File: src/rtl/fixed_point_mult_arbiter_pkg.sv
// Shared definitions for the fixed-point multiplier arbiter: FSM encoding and
// default sizing of the Q4.19 datapath and requester count.
package fixed_point_mult_arbiter_pkg;

  localparam int DEFAULT_BITSIZE = 24;
  localparam int DEFAULT_NREQ    = 4;
  localparam int INT_BITS        = 4;

  typedef enum logic [1:0] {
    IDLE = 2'd0,
    MUL  = 2'd1,
    RESP = 2'd2
  } state_e;

endpackage

File: src/rtl/fixed_point_mult_arbiter_mul.sv
// Combinational signed fixed-point multiplier (1 sign, INT_BITS integer bits,
// remaining fraction bits); the product is floored and saturated to the format.
module fixed_point_multiply
  import fixed_point_mult_arbiter_pkg::*;
#(
  parameter int BITSIZE = DEFAULT_BITSIZE
) (
  input  logic [BITSIZE-1:0] a_i,
  input  logic [BITSIZE-1:0] b_i,
  output logic [BITSIZE-1:0] p_o
);

  localparam int FRAC = BITSIZE - 1 - INT_BITS;
  localparam int PW   = 2 * BITSIZE;
  localparam logic signed [PW-1:0] MAXV = {{(BITSIZE+1){1'b0}}, {(BITSIZE-1){1'b1}}};
  localparam logic signed [PW-1:0] MINV = ~MAXV;

  logic signed [PW-1:0] aExt;
  logic signed [PW-1:0] bExt;
  logic signed [PW-1:0] fullProd;
  logic signed [PW-1:0] scaled;

  // Double-width operands make the full product exact before rescaling.
  assign aExt     = {{BITSIZE{a_i[BITSIZE-1]}}, a_i};
  assign bExt     = {{BITSIZE{b_i[BITSIZE-1]}}, b_i};
  assign fullProd = aExt * bExt;
  assign scaled   = fullProd >>> FRAC;

  always_comb begin
    if (scaled > MAXV) begin
      p_o = MAXV[BITSIZE-1:0];
    end else if (scaled < MINV) begin
      p_o = MINV[BITSIZE-1:0];
    end else begin
      p_o = scaled[BITSIZE-1:0];
    end
  end

endmodule

File: src/rtl/fixed_point_mult_arbiter.sv
// Round-robin arbiter that lets NREQ requesters share one fixed-point
// multiplier; one operation in flight, result held until the consumer takes it.
module fixed_point_mult_arbiter
  import fixed_point_mult_arbiter_pkg::*;
#(
  parameter int BITSIZE = DEFAULT_BITSIZE,
  parameter int NREQ    = DEFAULT_NREQ
) (
  input  logic                      clk,
  input  logic                      rst_n,
  input  logic [NREQ-1:0]           req_valid,
  output logic [NREQ-1:0]           req_ready,
  input  logic [NREQ*BITSIZE-1:0]   req_a,
  input  logic [NREQ*BITSIZE-1:0]   req_b,
  output logic                      rsp_valid,
  input  logic                      rsp_ready,
  output logic [BITSIZE-1:0]        rsp_data,
  output logic [$clog2(NREQ)-1:0]   rsp_id,
  output logic                      busy
);

  localparam int IDW = $clog2(NREQ);

  state_e             state_q, state_d;
  logic [IDW-1:0]     rrPtr_q, rrPtr_d;
  logic [BITSIZE-1:0] opA_q, opA_d;
  logic [BITSIZE-1:0] opB_q, opB_d;
  logic [IDW-1:0]     opId_q, opId_d;
  logic [BITSIZE-1:0] rspData_q, rspData_d;
  logic [IDW-1:0]     rspId_q, rspId_d;
  logic               rspValid_q, rspValid_d;

  logic               grantFound;
  logic [IDW-1:0]     grantIdx;
  logic [IDW:0]       candSum;
  logic [BITSIZE-1:0] mulP;

  fixed_point_multiply #(
    .BITSIZE(BITSIZE)
  ) u_mul (
    .a_i(opA_q),
    .b_i(opB_q),
    .p_o(mulP)
  );

  // Search upward from the pointer, wrapping past NREQ-1; first valid wins.
  always_comb begin
    grantFound = 1'b0;
    grantIdx   = '0;
    candSum    = '0;
    for (int k = 0; k < NREQ; k++) begin
      candSum = {1'b0, rrPtr_q} + (IDW+1)'(k);
      if (candSum >= (IDW+1)'(NREQ)) begin
        candSum = candSum - (IDW+1)'(NREQ);
      end
      if (!grantFound && req_valid[candSum[IDW-1:0]]) begin
        grantFound = 1'b1;
        grantIdx   = candSum[IDW-1:0];
      end
    end
  end

  always_comb begin
    req_ready = '0;
    if (state_q == IDLE && grantFound) begin
      req_ready[grantIdx] = 1'b1;
    end
  end

  always_comb begin
    state_d    = state_q;
    rrPtr_d    = rrPtr_q;
    opA_d      = opA_q;
    opB_d      = opB_q;
    opId_d     = opId_q;
    rspData_d  = rspData_q;
    rspId_d    = rspId_q;
    rspValid_d = rspValid_q;
    case (state_q)
      IDLE: begin
        if (grantFound) begin
          for (int i = 0; i < NREQ; i++) begin
            if (grantIdx == IDW'(i)) begin
              opA_d = req_a[i*BITSIZE +: BITSIZE];
              opB_d = req_b[i*BITSIZE +: BITSIZE];
            end
          end
          opId_d  = grantIdx;
          rrPtr_d = (grantIdx == IDW'(NREQ-1)) ? '0 : grantIdx + IDW'(1);
          state_d = MUL;
        end
      end
      MUL: begin
        rspData_d  = mulP;
        rspId_d    = opId_q;
        rspValid_d = 1'b1;
        state_d    = RESP;
      end
      RESP: begin
        if (rsp_ready) begin
          rspValid_d = 1'b0;
          state_d    = IDLE;
        end
      end
      default: state_d = IDLE;
    endcase
  end

  always_ff @(posedge clk or negedge rst_n) begin
    if (!rst_n) begin
      state_q    <= IDLE;
      rrPtr_q    <= '0;
      opA_q      <= '0;
      opB_q      <= '0;
      opId_q     <= '0;
      rspData_q  <= '0;
      rspId_q    <= '0;
      rspValid_q <= 1'b0;
    end else begin
      state_q    <= state_d;
      rrPtr_q    <= rrPtr_d;
      opA_q      <= opA_d;
      opB_q      <= opB_d;
      opId_q     <= opId_d;
      rspData_q  <= rspData_d;
      rspId_q    <= rspId_d;
      rspValid_q <= rspValid_d;
    end
  end

  assign rsp_valid = rspValid_q;
  assign rsp_data  = rspData_q;
  assign rsp_id    = rspId_q;
  assign busy      = (state_q != IDLE);

endmodule

File: config.mk
export PLATFORM = sky130hd
export DESIGN_NAME = fixed_point_mult_arbiter
export DESIGN_NICKNAME = d
export VERILOG_FILES = /design/src/rtl/fixed_point_mult_arbiter_pkg.sv /design/src/rtl/fixed_point_mult_arbiter_mul.sv /design/src/rtl/fixed_point_mult_arbiter.sv
export SDC_FILE = /design/constraint.sdc
export NUM_CORES = 2
export LEC_CHECK = 0
export CORE_ASPECT_RATIO = 1.75
export CORE_MARGIN = 1
export CORE_UTILIZATION = 35
export CTS_CLUSTER_DIAMETER = 60
export CTS_CLUSTER_SIZE = 28
export DETAILED_ROUTE_END_ITERATION = 7
export GPL_TIMING_DRIVEN = 0
export SLEW_MARGIN = 20
export SYNTH_ARGS = -nofsm -noshare
export SYNTH_HDL_FRONTEND = slang
export SYNTH_SLANG_ARGS = --single-unit
export TNS_END_PERCENT = 10
File: constraint.sdc
create_clock -name clk -period 22.5 [get_ports clk]
set_input_delay 4.5 -clock clk [delete_from_list [all_inputs] [get_ports clk]]
set_output_delay 4.5 -clock clk [all_outputs]
set_load 0.03 [all_outputs]
* After elaboration in Yosys (flattened, before gate mapping)
Index checks and enable logic that the tools add are counted.
** Storage, ports and cells
- Logic and storage cells :: 92
- Input bits :: 199
- Register bits after elaboration :: 81
** Cells by class
- Multipliers :: 1
- $add $sub $neg :: 8
- Equality and inequality tests :: 7
- Order comparisons :: 12
- Reductions and logical operators :: 17
- Multiplexer cells :: 39
** Operator list (number)
- 24-bit two-way mux :: 10
- 24-bit by 24-bit multiplier with 48-bit output :: 1
- 29-bit by 24-bit greater-than comparator with 1-bit output, second input constant :: 1
- 29-bit by 24-bit less-than comparator with 1-bit output, second input constant :: 1
- 2-bit two-way mux :: 11
- 2-bit by 3-bit less-than comparator with 1-bit output, second input constant :: 5
- 1-bit two-way mux :: 10
- 3-bit >= comparator, second input constant :: 3
- 1-bit binary-select mux with 2-bit select :: 4
- 2-bit by 1-bit subtractor with 2-bit output, second input constant :: 4
- 2-bit by 2-bit adder with 3-bit output, second input constant :: 2
- 2-bit equality test, second input constant :: 3
- 2-bit case mux with 3 select lines :: 1
- 2-bit AND reduction :: 3
- 1-bit logical AND :: 5
- 2-bit by 1-bit equality test with 1-bit output, second input constant :: 2
- 2-bit zero test :: 2
- 4-bit two-way mux :: 1
- 2-bit inequality test, second input constant :: 2
- 2-bit nonzero test :: 2
- 4-bit nonzero test :: 1
- 2-bit by 1-bit adder with 3-bit output, second input constant :: 1
- 2-bit by 3-bit >= comparator with 1-bit output, second input constant :: 1
- 1-bit zero test :: 3
- other kinds (5) :: 5

* Depth between registers and ports, before layout
- Word-level depth :: 19
- Depth in mapped cells :: 29
- Mapped depth without buffers :: 26

* By module
From an unflattened synthesis, not the netlist that was laid out.
** Second synthesis, totals
- Cell total of the unflattened synthesis :: 2849
- Area, all modules :: 26344.0 um^2
** Modules (own cells, without submodules)
- fixed_point_multiply :: area each 21579.4 um^2, seq. area each 0.0 um^2, cells an instance 2363, times used 1
- fixed_point_mult_arbiter :: area each 4764.6 um^2, seq. area each 2026.9 um^2, cells an instance 486, times used 1

* Worst setup path after synthesis
Ideal clock, no wire load.
- Path type :: input port to output port
- Start point :: in req_valid[0]
- End point :: out req_ready[1]
- Path slack :: 11.154 ns
- Stages :: 12
- Buffers on the path :: 3
- Arrival :: 6.846 ns
- Cells stage by stage :: inv_1 -> nor2_1 -> a21oi_1 -> nor2_1 -> a221oi_1 -> nand2b_1 -> inv_1 -> ha_1 -> clkbuf_1 -> buf_1 -> buf_1 -> and2_1
** On the way
- Word-level cells in the longest chain between the ends :: 17
- Elaborated cells on any way between the ends :: 29
- Classes of those cells :: order compare (2); mux (19); reduce/logical (8)
** Ends and longest elaborated chain
- start: declaration :: line fixed_point_mult_arbiter.sv:11 : input logic [NREQ-1:0] req_valid,
- 1-bit binary-select mux with 2-bit select :: line fixed_point_mult_arbiter.sv:56 : if (!grantFound && req_valid[candSum[IDW-1:0]]) begin
- 1-bit two-way mux (implied by the code) :: line fixed_point_mult_arbiter.sv:56
- 1-bit two-way mux :: line fixed_point_mult_arbiter.sv:56
- 1-bit zero test :: line fixed_point_mult_arbiter.sv:56
- 1-bit logical AND :: line fixed_point_mult_arbiter.sv:56
- 1-bit two-way mux :: line fixed_point_mult_arbiter.sv:56
- 1-bit zero test :: line fixed_point_mult_arbiter.sv:56
- 1-bit logical AND :: line fixed_point_mult_arbiter.sv:56
- [... 2 more ...]
- 1-bit logical AND :: line fixed_point_mult_arbiter.sv:56
- 2-bit two-way mux (*) :: line fixed_point_mult_arbiter.sv:56
- named net grantIdx[0] :: line fixed_point_mult_arbiter.sv:34 : logic [IDW-1:0] grantIdx;
- 2-bit by 3-bit less-than comparator with 1-bit output (implied by the code) or 2-bit by 1-bit >= comparator with 1-bit output (tied branches) :: line fixed_point_mult_arbiter.sv:66 : req_ready[grantIdx] = 1'b1;
- 1-bit logical AND (implied by the code) :: line fixed_point_mult_arbiter.sv:66
- 1-bit two-way mux (implied by the code) :: line fixed_point_mult_arbiter.sv:66
- 1-bit demux with 2-bit select (*) :: line fixed_point_mult_arbiter.sv:66
- 4-bit two-way mux (*) :: line fixed_point_mult_arbiter.sv:65 : if (state_q == IDLE && grantFound) begin
- end: declaration :: line fixed_point_mult_arbiter.sv:12 : output logic [NREQ-1:0] req_ready,
The timed path passes the listed nets; every way through them passes the cells marked *. The select of a mux whose other input is x is not followed.

* Worst setup path after layout
- Start point :: in req_valid[1]
- End point :: out req_ready[1]
Same word-level chain as after synthesis.

==> flow_metrics.py <==
metrics = {
    "yosys": {
        "avgSynthCellArea_um2": 8.909,
        "synth_edf_count": 0,
        "synth_fp_nets": 3832,
        "synth_seq_area_share_pct": 7.864,
        "yosys_warnings": 0,
        "netlist_instances": 2893,
        "synth_cell_types": 69,
        "synth_area_leaders": "fa_1 (47%), inv_1 (8.9%), dfrtp_1 (7.9%)",
        "async_flop_share_pct": 100.0,
        "netlist_area_um2": 25770,
        "yosysTopAreaCellShare_pct": 47.07,
        "ys.flop_type": "dfrtp_1",
        "synth_seq_cells": 81,
        "synth_top_cell_by_area": "fa_1",
    },
    "timing": {
        "slew_headroom_pct": 28.76,
        "rsz0062_at_grt": "no",
        "fin_setup_tns_ns": 0,
        "worst_pin_slew_ns": 1.069,
        "min_period_over_period_pct": 57.85,
        "setup_viol": 0,
        "post-route-min-period_ns": 13.02,
        "hold_viol": 0,
        "max_freq_ghz": 0.07683,
        "slew_violations": 0,
        "skew_ns": 0.02536,
    },
    "detailed_routing": {
        "antenna_left": 0,
        "drc_errors": 0,
        "wl_per_cell_um": 24.29,
        "postRouteWirelength_um": 98970,
        "via_per_inst": 5.205,
        "vias": 21210,
        "first_iter_violations": 1299,
        "dr.pass1.iters": 5,
    },
    "grt": {
        "grt_busiest_layer": "met2",
        "grt_antenna_before_repair": 2,
        "use_met2_pct": 50.21,
        "grt_util_all_layers_pct": 27.43,
        "grtUsageMet3_pct": 3.029,
        "gr-usage-met1_pct": 27.42,
        "grt_max_degree": 66,
        "grt_pass1_wl_um": 147000,
        "grt_pass1_vias": 23560,
        "grt-ovfl-total": 0,
    },
    "run": {
        "cap_viol_max_count": 0,
    },
    "floorplanning": {
        "design.die.area_um2": 74770,
        "fp-row-count": 131,
        "fp.dieW_um": 207.1,
        "design.core.area_um2": 72940,
        "ioPinCount": 231,
        "dieHeight_um": 361.0,
        "start_util_pct": 35.34,
    },
    "final_layout": {
        "final_cell_count_no_fill": 4074,
        "multiInputGateArea_um2": 20800,
        "fillCellCount": 7374,
        "area_growth_pct": 14.71,
        "regArea_um2": 2027,
        "design_area_um2": 29570,
        "final_nets": 4074,
        "drive_gt1_share_pct": 2.197,
    },
    "critical_path": {
        "critical-path-top-delay-family": "buffers and inverters",
        "worstSetupStartpoint": "req_valid[1]",
        "crit_arrival_ns": 8.52,
        "worstSetupEndpointType": "primary output",
        "path_buf_inv": 7,
        "worstPathMaxFanout": 10,
        "cpPeakStageDelay_ns": 0.71,
        "r2r-start": "opB_q[0]",
        "crit_chain": "clkdlybuf4s50_1 > inv_1 > a21oi_1 > nor2_1 > a221oi_1 > nand2b_1 > inv_1 > ha_1 > clkbuf_1 > buf_1 > buf_1 > and2_1 > clkdlybuf4s50_1",
        "start_kind": "input pin",
        "worstPathRequired_ns": 18.00,
        "slowest_stage": "buf_1",
        "criticalPathCategory": "input pin to primary output",
    },
    "clock_tree": {
        "max-clock-path-buffers": 2,
        "htree_levels": 3,
        "cts_tree": "yes",
        "clock_latency_ns": 0.41,
        "postCtsHoldBufs": 0,
        "post_cts_resized": 0,
        "clock_sinks": 81,
        "cts_setup_buffers": 0,
        "cts_buffers": 9,
        "path_clk_slew_ns": 0.08,
        "cts_root_buf": "clkbuf_16",
    },
    "place": {
        "gp_congestion": 0.9890,
        "portBuffers": 230,
        "place_area_um2": 29270,
        "dp_hpwl_um": 82780,
        "dp.cells": 4055,
    },
    "min_path": {
        "min_from": "opId_q[0]",
        "hold_class": "flop to flop",
    },
    "status": {
        "outcome": "finished clean",
    },
}
[through the flow]
stage / util (%) / hold WS, ns / setup WS [ns]
final: 40.54 / 0.4850 / 9.484
after global routing: 40.52 / 0.5271 / 9.172
after CTS: 40.52 / 0.4892 / 9.449
after detailed placement: 40.13 / 0.4653 / 9.458
after global placement: 40.09 / 0.4609 / 9.435
after floorplan: - / 0.4402 / 11.15
[worst paths after layout]
check	slack, ns	cells after the start	to
max in group asynchronous	17.91	2	state_q[0]
setup / recovery	9.48	13	req_ready[1]
setup reg to reg	12.65	27	rsp_data[3]
min in group asynchronous	3.94	1	rsp_data[13]
hold reg to reg	0.48	2	opId_q[0]
hold / removal	0.48	2	opId_q[0]
[worst reg2reg max path, cell delays in order, from the launching register on]
cell,delay [ns]
dfrtp_1,0.46
clkbuf_1,0.69
nand2_1,0.22
inv_1,0.18
fa_1,0.55
fa_1,0.79
inv_1,0.29
fa_1,0.97
inv_1,0.32
fa_1,0.49
fa_1,0.55
inv_1,0.06
fa_1,0.56
inv_1,0.06
fa_1,0.45
ha_1,0.28
clkbuf_1,0.22
a21o_1,0.23
a21o_1,0.16
a21oi_1,0.28
nand4_1,0.21
a311oi_1,0.36
nor2_1,0.13
xnor2_1,0.36
nand3_1,0.14
o22ai_2,0.32
buf_2,0.30
a21oi_1,0.10
[state kept, by name, indices dropped and copies added (netlist names)]
name       count
rrPtr_q        2
opA_q         24
rsp_data      24
rsp_id         2
rsp_valid      1
opB_q         24
state_q        2
opId_q         2
[routing by layer]
layer,wire length (µm),share of wire [%],vias to the layer above
li1,-,-,9098
met1,32180,33,10970
met2,51750,52,803
met3,4734,4.8,331
met4,10310,10,0
met5,0,0,-
[area by class of cell]
| cell class | instances | area share (%) |
|---|---|---|
| Tap cell | 931 | 3.940 |
| Multi-Input combinational cell | 2036 | 70.35 |
| Inverter | 609 | 7.732 |
| Sequential cell | 81 | 6.856 |
| Clock inverter | 7 | 0.2158 |
| Antenna cell | 3 | 0.02539 |
| Buffer | 167 | 2.239 |
| Timing Repair Buffer | 231 | 7.884 |
| Clock buffer | 9 | 0.7617 |
[cell families after synthesis]
logic type | share of synthesized area [%]
AO/OA/AOI/OAI | 7.903
XOR/XNOR | 1.354
adder cells (fa/ha/maj) | 53.58
buffers and inverters | 11.44
flip-flops | 7.864
multiplexers | 2.039
AND/OR/NAND/NOR | 15.83
[layout by cell type (no fill, tap or decap), drive strengths merged, types with 5 or more instances in the layout]
cell type      count
a211oi            10
a21o              19
a21oi            170
a31oi              6
and2             266
buf               21
clkbuf           157
clkdlybuf4s50    229
dfrtp             81
fa               606
ha               134
inv              611
mux2i             48
nand2            369
nand2b             7
nand3             12
nand4             15
nor2             163
nor3               8
nor4               5
o211ai             7
o21ai            100
o21bai             5
o22ai              7
xnor2             31
xor2               8
[cell usage after synthesis (3+ instances only)]
| library cell | count |
|---|---|
| nor3_1 | 7 |
| buf_4 | 3 |
| o21ai_2 | 9 |
| o22ai_1 | 6 |
| xor2_1 | 8 |
| ha_1 | 134 |
| inv_1 | 608 |
| a21o_1 | 19 |
| clkbuf_1 | 148 |
| nand2b_1 | 7 |
| o21bai_1 | 4 |
| o211ai_1 | 6 |
| nor2_1 | 163 |
| o21ai_0 | 46 |
| fa_1 | 606 |
| and2_1 | 266 |
| mux2_2 | 3 |
| buf_1 | 7 |
| buf_2 | 7 |
| dfrtp_1 | 81 |
| a211oi_1 | 9 |
| xnor2_1 | 30 |
| a221oi_1 | 3 |
| and3_1 | 4 |
| a21oi_1 | 159 |
| a21boi_0 | 3 |
| nand4_1 | 14 |
| a31oi_1 | 6 |
| a21oi_2 | 11 |
| mux2i_1 | 48 |
| nor4_1 | 3 |
| nand3_1 | 11 |
| nand2_1 | 369 |
| o21ai_1 | 45 |
Power is not shown: default switching activity piles up to over one toggle a cycle in this logic, so the estimate is an artifact.
